**src/rtl/mouse_pos_readout.sv**
```systemverilog
// Samples the mouse position every refresh period and converts it to three BCD digits for the
// seven-segment driver; also stretches click/cheat pulses into LED levels.

module pulse_stretch #(
  parameter int HOLD_CYCLES = 33554432
) (
  input  logic clk,
  input  logic rst,
  input  logic pulse,
  output logic led
);

  logic [25:0] stretch_cnt;

  // Retriggerable on-time counter; a new pulse always restarts the hold window.
  always_ff @(posedge clk or negedge rst) begin
    if (!rst) begin
      led         <= 1'b0;
      stretch_cnt <= 26'd0;
    end else if (pulse) begin
      led         <= 1'b1;
      stretch_cnt <= 26'd0;
    end else if (led) begin
      if (stretch_cnt == 26'(HOLD_CYCLES - 1)) begin
        led         <= 1'b0;
        stretch_cnt <= 26'd0;
      end else begin
        stretch_cnt <= stretch_cnt + 26'd1;
      end
    end else begin
      stretch_cnt <= 26'd0;
    end
  end

endmodule

module mouse_pos_readout #(
  parameter int REFRESH_CYCLES = 1000000,
  parameter int HOLD_CYCLES    = 33554432
) (
  input  logic        clk,
  input  logic        rst,
  input  logic        sel,
  input  logic [9:0]  mouse_x,
  input  logic [8:0]  mouse_y,
  input  logic        l_click,
  input  logic        cheat_activate,
  output logic [15:0] nums,
  output logic        click_led,
  output logic        cheat_led,
  output logic        busy
);

  localparam int RW = (REFRESH_CYCLES > 1) ? $clog2(REFRESH_CYCLES) : 1;

  typedef enum logic [1:0] {
    IDLE  = 2'd0,
    SHIFT = 2'd1,
    DONE  = 2'd2
  } state_t;

  state_t        state;
  logic [RW-1:0] refresh_cnt;
  logic          tick;
  logic          sel_l;
  logic [9:0]    bin;
  logic [11:0]   bcd;
  logic [11:0]   bcd_adj;
  logic [3:0]    bit_cnt;
  logic [9:0]    raw_val;
  logic [9:0]    sat_val;

  assign tick = (refresh_cnt == RW'(REFRESH_CYCLES - 1));

  // Free-running sample-period counter, independent of the converter.
  always_ff @(posedge clk or negedge rst) begin
    if (!rst) begin
      refresh_cnt <= '0;
    end else if (tick) begin
      refresh_cnt <= '0;
    end else begin
      refresh_cnt <= refresh_cnt + RW'(1);
    end
  end

  // Input selection with saturation to the three-digit display range.
  always_comb begin
    raw_val = sel ? mouse_x : {1'b0, mouse_y};
    if (raw_val > 10'd999) begin
      sat_val = 10'd999;
    end else begin
      sat_val = raw_val;
    end
  end

  // Double-dabble correction: bump each digit >= 5 before it is shifted.
  always_comb begin
    bcd_adj = bcd;
    for (int i = 0; i < 3; i++) begin
      if (bcd[4*i +: 4] >= 4'd5) begin
        bcd_adj[4*i +: 4] = bcd[4*i +: 4] + 4'd3;
      end else begin
        bcd_adj[4*i +: 4] = bcd[4*i +: 4];
      end
    end
  end

  // Conversion FSM; nums is only written once the full result is ready.
  always_ff @(posedge clk or negedge rst) begin
    if (!rst) begin
      state   <= IDLE;
      sel_l   <= 1'b0;
      bin     <= 10'd0;
      bcd     <= 12'd0;
      bit_cnt <= 4'd0;
      nums    <= 16'h0000;
      busy    <= 1'b0;
    end else begin
      case (state)
        IDLE: begin
          if (tick) begin
            sel_l   <= sel;
            bin     <= sat_val;
            bcd     <= 12'd0;
            bit_cnt <= 4'd0;
            busy    <= 1'b1;
            state   <= SHIFT;
          end
        end
        SHIFT: begin
          {bcd, bin} <= {bcd_adj[10:0], bin, 1'b0};
          bit_cnt    <= bit_cnt + 4'd1;
          if (bit_cnt == 4'd9) begin
            state <= DONE;
          end
        end
        DONE: begin
          nums  <= {3'b000, sel_l, bcd};
          busy  <= 1'b0;
          state <= IDLE;
        end
        default: begin
          busy  <= 1'b0;
          state <= IDLE;
        end
      endcase
    end
  end

  pulse_stretch #(.HOLD_CYCLES(HOLD_CYCLES)) u_click_stretch (
    .clk   (clk),
    .rst   (rst),
    .pulse (l_click),
    .led   (click_led)
  );

  pulse_stretch #(.HOLD_CYCLES(HOLD_CYCLES)) u_cheat_stretch (
    .clk   (clk),
    .rst   (rst),
    .pulse (cheat_activate),
    .led   (cheat_led)
  );

endmodule

```
**config.mk**
```make
export PLATFORM = sky130hd
export DESIGN_NAME = mouse_pos_readout
export DESIGN_NICKNAME = d
export VERILOG_FILES = /design/src/rtl/mouse_pos_readout.sv
export SDC_FILE = /design/constraint.sdc
export NUM_CORES = 1
export LEC_CHECK = 0
export ABC_CLOCK_PERIOD_IN_PS = 2300
export CORE_ASPECT_RATIO = 2
export CORE_MARGIN = 2
export CORE_UTILIZATION = 52
export CTS_CLUSTER_DIAMETER = 60
export DETAILED_ROUTE_END_ITERATION = 12
export PLACE_DENSITY = 0.77
export REMOVE_ABC_BUFFERS = 1
export SYNTH_ARGS = -nofsm -noshare
export SYNTH_HDL_FRONTEND = slang
export SYNTH_SLANG_ARGS = --single-unit
```
**constraint.sdc**
```tcl
create_clock -name clk -period 2.3 [get_ports clk]
set_clock_uncertainty 0.1 [all_clocks]
set_input_delay 0.345 -clock clk [delete_from_list [all_inputs] [get_ports clk]]
set_output_delay 0.345 -clock clk [all_outputs]
set_load 0.05 [all_outputs]
```
* Yosys cells after proc, flatten, opt, wreduce, memory -nomap -nowiden *
Index checks and enable logic that the tools add are counted.

cells by class
  add/sub/neg operators = 7
  multipliers = 0
  div/mod/pow operators = 0
  $lt $le $gt $ge = 4
  equality and inequality tests = 8
  shift operators = 0
  multiplexer cells = 29
  bitwise logic cells = 1
  reduce and logical (&&, ||, !) cells = 6

operators with widths
  operator               count
  $mux 26                6
  $add 26x1->26 const B  2
  $eq 26x25->1 const B   2
  $mux 10                3
  $pmux 12 s2            1
  $add 20x1->20 const B  1
  $eq 20x20->1 const B   1
  $mux 20                1
  $pmux 10 s2            1
  $ge 4x3->1 const B     3
  $mux 12                1
  $mux 4                 3
  $gt 10x10->1 const B   1
  $add 4x2->4 const B    2
  $pmux 4 s2             1
  $reduce_and 2->1       4
  $mux 1                 7
  $add 4x1->4 const B    1
  $eq 4x4->1 const B     1
  $mux 2                 2
  $ne 2x2->1 const B     2
  $pmux 2 s2             1
  $add 3x2->3 const B    1
  $mux 3                 1
  6 further kinds        6

storage, ports and cells
  flip-flop bits (word level) = 117
  latch bits = 0
  RAM bits = 0
  memory bits (read-only) = 0
  input port bits = 24
  output and inout port bits = 19
  word-level logic and storage cells = 67
  memories kept = 0

* Longest topological paths before layout *
Gate-level depths: netlist of run 1.

  depth after elaboration = 5
  mapped depth = 8
  depth with buffers taken out = 7

* Modules after synthesis *
Synthesis of run 1 repeated with hierarchy kept, for this count alone.

second synthesis, totals
  cell total of the unflattened synthesis = 575
  area, all modules = 5876.9 um^2

modules (own cells, without submodules)
  module             instances  cells each  area each (um^2)  seq. area each (um^2)
  mouse_pos_readout  1          295         3169.3            1576.5
  pulse_stretch      2          140         1353.8            675.6

* Worst setup path after synthesis of run 1 *
No wires, ideal clock.

  kind = register to register
  start point = register refresh_cnt[0]
  end point = register sel_l
  setup time = 0.125 ns
  data arrival time = 2.024 ns
  required time = 2.075 ns
  setup slack = 0.051 ns
  stages on the path, launching flop included = 8
  path buffers = 1
  period minus slack after synthesis = 2.249 ns
  cell sequence = dfrtp_1 > ha_1 > nand3_1 > or2_1 > or3_1 > buf_2 > or3_4 > mux2_4

on the way
  longest elaborated chain between the ends = 2

RTL lines
  item                        RTL line  source
  start: declaration          63        logic [RW-1:0] refresh_cnt;
  start signal: assignment    82        refresh_cnt <= refresh_cnt + RW'(1);
  $eq 20x20->1                73        assign tick = (refresh_cnt == RW'(REFRESH_CYCLES - 1));
  $reduce_and 2->1 (no line)  n/a
  end signal: assignment      122       sel_l <= sel;
  end: declaration            65        logic sel_l;

Every way passes these cells.
A chain may end at the register's enable or synchronous reset.

* Final worst setup path of run 1 *
Same ends and word-level chain as after synthesis.

==> results.txt, run 1 <==
Final Hold Viols - 0
Critical-path top delay cell - dfrtp_1
GR Overflow Total - 0
Hold Path Class - primary input to async pin
status - completed
Antenna Violating Nets Remaining - 0
XOR/XNOR Fraction of Synth Area - 9.54%
Arr. time, crit path - 2400 ps
Filler cells - 872
sequential area share after synthesis - 51.4%
startpoint types - flip-flop
Via density - 5.54
Worst EP required - 2500 ps
vias in the first global route - 4687
Slowest Stage Delay on Critical Path - 410 ps
post-synthesis mux area share - 3.78%
EDFF count, synth - 0
PwrDens - 722 nW/um2
Slew Limit Fails - 0
crit-path max FO - 5
worst skew pair latency - 410 ps
# DRC - 0
largest family of logic cells by synthesized area - simple AND/OR/NAND/NOR gates
placed cells - 752
antenna cells - 0
Leak - 3.12 nW
H-tree depth - 4
clock slew at reported path FFs - 60 ps
share of layout cells above drive strength 1 - 11.6%
Final Non-Filler Cells - 786
WS Path Type - flip-flop to flip-flop
worst-margin pin slew - 644 ps
Die W - 78.0 um
syn avg cell area - 9.97 um2
largest net degree at the start of global routing - 54
PortBufs - 39
GPL Wtd Cong - 0.815
Setup WS pre-CTS - 120 ps
Seq pwr share - 41.1%
register area - 2930 um2
RSZ-0062 raised after global routing - no
post-synthesis register bit count - 117
WHS - 238 ps
CTS tree - built
Post-Synth Adder-Cell Area - 2.42%
fin worst setup slack - 101 ps
Area Overhead vs Synth - 23.0%
die area - 11900 um2
Core ar. - 10800 um2
simple-gate area share of the yosys netlist - 22.3%
fin crit share - 95.6%
Cell Rows - 54
antenna violations before repair - 0
DRT iter0 DRCs - 189
Slew HR - 57.1%
NetSw - 1.09 mW
area occupied by multi-input gates - 2630 um2
chip height - 152 um
TritonCTS Buffers - 17
drt pass-1 iters - 4
Design Power - 5.06 mW
clock tree buffer depth - 2
switch share - 21.6%
share of total power in combinational logic - 3.4%
Starting Density - 52.7%
top-count cell post-synth - dfrtp_1
final-stage net count - 668
Final Critical Period - 2200 ps
TNS Setup - 0 ps
num ports - 43
first-pass GRT wire length - 21.4 mm
largest area contributor in the netlist - dfrtp_1
GRT Total Usage - 22.5%
Final setup viols - 0
crit-path cells - ha_2 -> nand3_1 -> or2_4 -> or3_1 -> or3_4 -> mux2_4
post-DP HPWL - 8.27 mm
Async SR Flop Fraction - 100%
Via Count - 4351
Synth Area in Compound Gates - 7.95%
worst vdd ir - 0.000575 V
WL final - 12.0 mm
DR WL/cell - 15.3 um
largest cells by area after synthesis - dfrtp_1 51%, xor2_1 5.4%, nor2_1 5.0%
Synth warnings - 0
ys flop type - dfrtp_1
MaxCap Viol Count - 0
sum of buffers and inverters on the critical path - 0
Gate Count Post-Synth - 571
Yosys top cell area share - 51.4%
Num Clock Sinks - 117
internal power - 3.96 mW
Synth Cell Area - 5690 um2
crit-path leading delay family - simple AND/OR/NAND/NOR gates
most instantiated cells after synthesis - 117 x dfrtp_1, 76 x nor2_1, 63 x nand2_1
Cell variety after synth - 46
crit end category - flip-flop
Root Driver - clkbuf_16
clock network power share - 55.4%
maximum clock rate - 0.455 GHz
-- worst register-to-register path, cell delays in order, from the launching register on --
cell	delay, ps
dfrtp_1	410
ha_2	220
nand3_1	100
or2_4	280
or3_1	330
or3_4	350
mux2_4	300
-- sequential cells by signal (all words and copies together), names as in the netlist --
name,count
u_cheat_stretch.stretch_cnt,26
u_click_stretch.stretch_cnt,26
refresh_cnt,20
nums,13
bcd,12
bin,10
bit_cnt,4
state,2
busy,1
sel_l,1
u_cheat_stretch.led,1
u_click_stretch.led,1
-- layer usage --
layer	track usage [%]	routed length (um)	share of wire, %	vias to the layer above
met3	4.99	318	2.6	24
met1	24.6	4530	38	2157
li1	-	-	-	2085
met2	40.6	6830	57	85
met4	10.4	325	2.7	0
met5	0	0	0	-
-- logic make-up (layout without fill, tap and decap cells) --
family                     Yosys count  in the layout
AOI/OAI and AO/OA                   69             69
xor gates and xnor gates            62             62
adders and majority gates           11             11
buffers and inverters               34            107
DFF                                117            117
muxes                               20             20
other                                1              3
and+or+nand+nor                    257            257
-- worst paths after layout --
kind | from | slack [ps] | endpoint | cells past startpoint
worst min register to register | nums[4]$_DFFE_PN0N_ | 380 | nums[4]$_DFFE_PN0N_ | 2
min in group clk | nums[4]$_DFFE_PN0N_ | 380 | nums[4]$_DFFE_PN0N_ | 2
worst max register to register | refresh_cnt[0]$_DFF_PN0_ | 100 | sel_l$_DFFE_PN0P_ | 6
max in group asynchronous | rst | 1310 | u_cheat_stretch.stretch_cnt[18]$_DFF_PN0_ | 3
worst min-delay path | rst | 240 | nums[2]$_DFFE_PN0N_ | 2
worst max-delay path | refresh_cnt[0]$_DFF_PN0_ | 100 | sel_l$_DFFE_PN0P_ | 6
-- cells in the final DEF, fill, tap and decap left out, types with 3 or more instances in the layout --
cell,Yosys,layout
dfrtp_1,117,117
nor2_1,76,76
nand2_1,63,63
clkdlybuf4s50_1,0,38
xor2_1,35,35
o21ai_0,32,32
nand3_1,28,28
xnor2_1,27,27
buf_4,4,22
nand4_1,20,20
clkbuf_16,0,17
inv_1,12,12
and3_1,11,11
mux2i_1,11,11
a21oi_1,11,11
nand2b_1,10,10
nor3_1,10,10
ha_1,11,10
a22o_1,9,9
mux2_2,8,8
and4_1,7,7
nor2b_1,5,5
nor4_1,5,5
and2_1,4,4
or3_1,4,4
or4_1,4,4
clkinvlp_4,0,4
bufinv_16,0,4
a21o_1,3,3
a22oi_1,3,3
conb_1,1,3
inv_6,0,3
-- power by group through the flow --
stage | clock [mW] | combinational, mW | sequential, mW
CTS | 2.84 | 0.179 | 2.08
detailed placement | 0 | 0.176 | 2.12
global placement | 0 | 0.172 | 2.12
finish | 2.80 | 0.174 | 2.08
global route | 2.94 | 0.196 | 2.08
floorplan | 0 | 0.0607 | 2.11
-- repair_timing --
item / in CTS / in global routing
setup endpoints to repair: 0 / 1
hold buffers: 1 / 0
resized for setup: 0 / 2
buffers inserted: 0 / 1
endpoints found under the hold margin: 14 / 0
-- per-stage QoR --
stage	area (um2)	utilization (%)
after floorplan	5600	-
after global routing	7010	64.8
after global placement	6350	58.8
final	7010	64.8
after detailed placement	6350	58.8
after CTS	6990	64.7
-- area by class of cell --
class,instances,share of cell area (%)
tap,140,2.50
timing repair buffer,63,8.50
sequential,117,41.8
clock buffer,17,6.07
multi-input combinational,422,37.6
inverter,12,0.643
clock inverter,15,2.91
Power figures use the tool's default switching activity.
==> inputs of run 2 (changes only) <==
--- a/config.mk
+++ b/config.mk
@@ -5,7 +5,6 @@
 export SDC_FILE = /design/constraint.sdc
 export NUM_CORES = 1
 export LEC_CHECK = 0
-export ABC_CLOCK_PERIOD_IN_PS = 2300
 export CORE_ASPECT_RATIO = 2
 export CORE_MARGIN = 2
 export CORE_UTILIZATION = 52
==> results of run 2 <==
The final DEF is identical to that of run 1; final timing and power are the same.
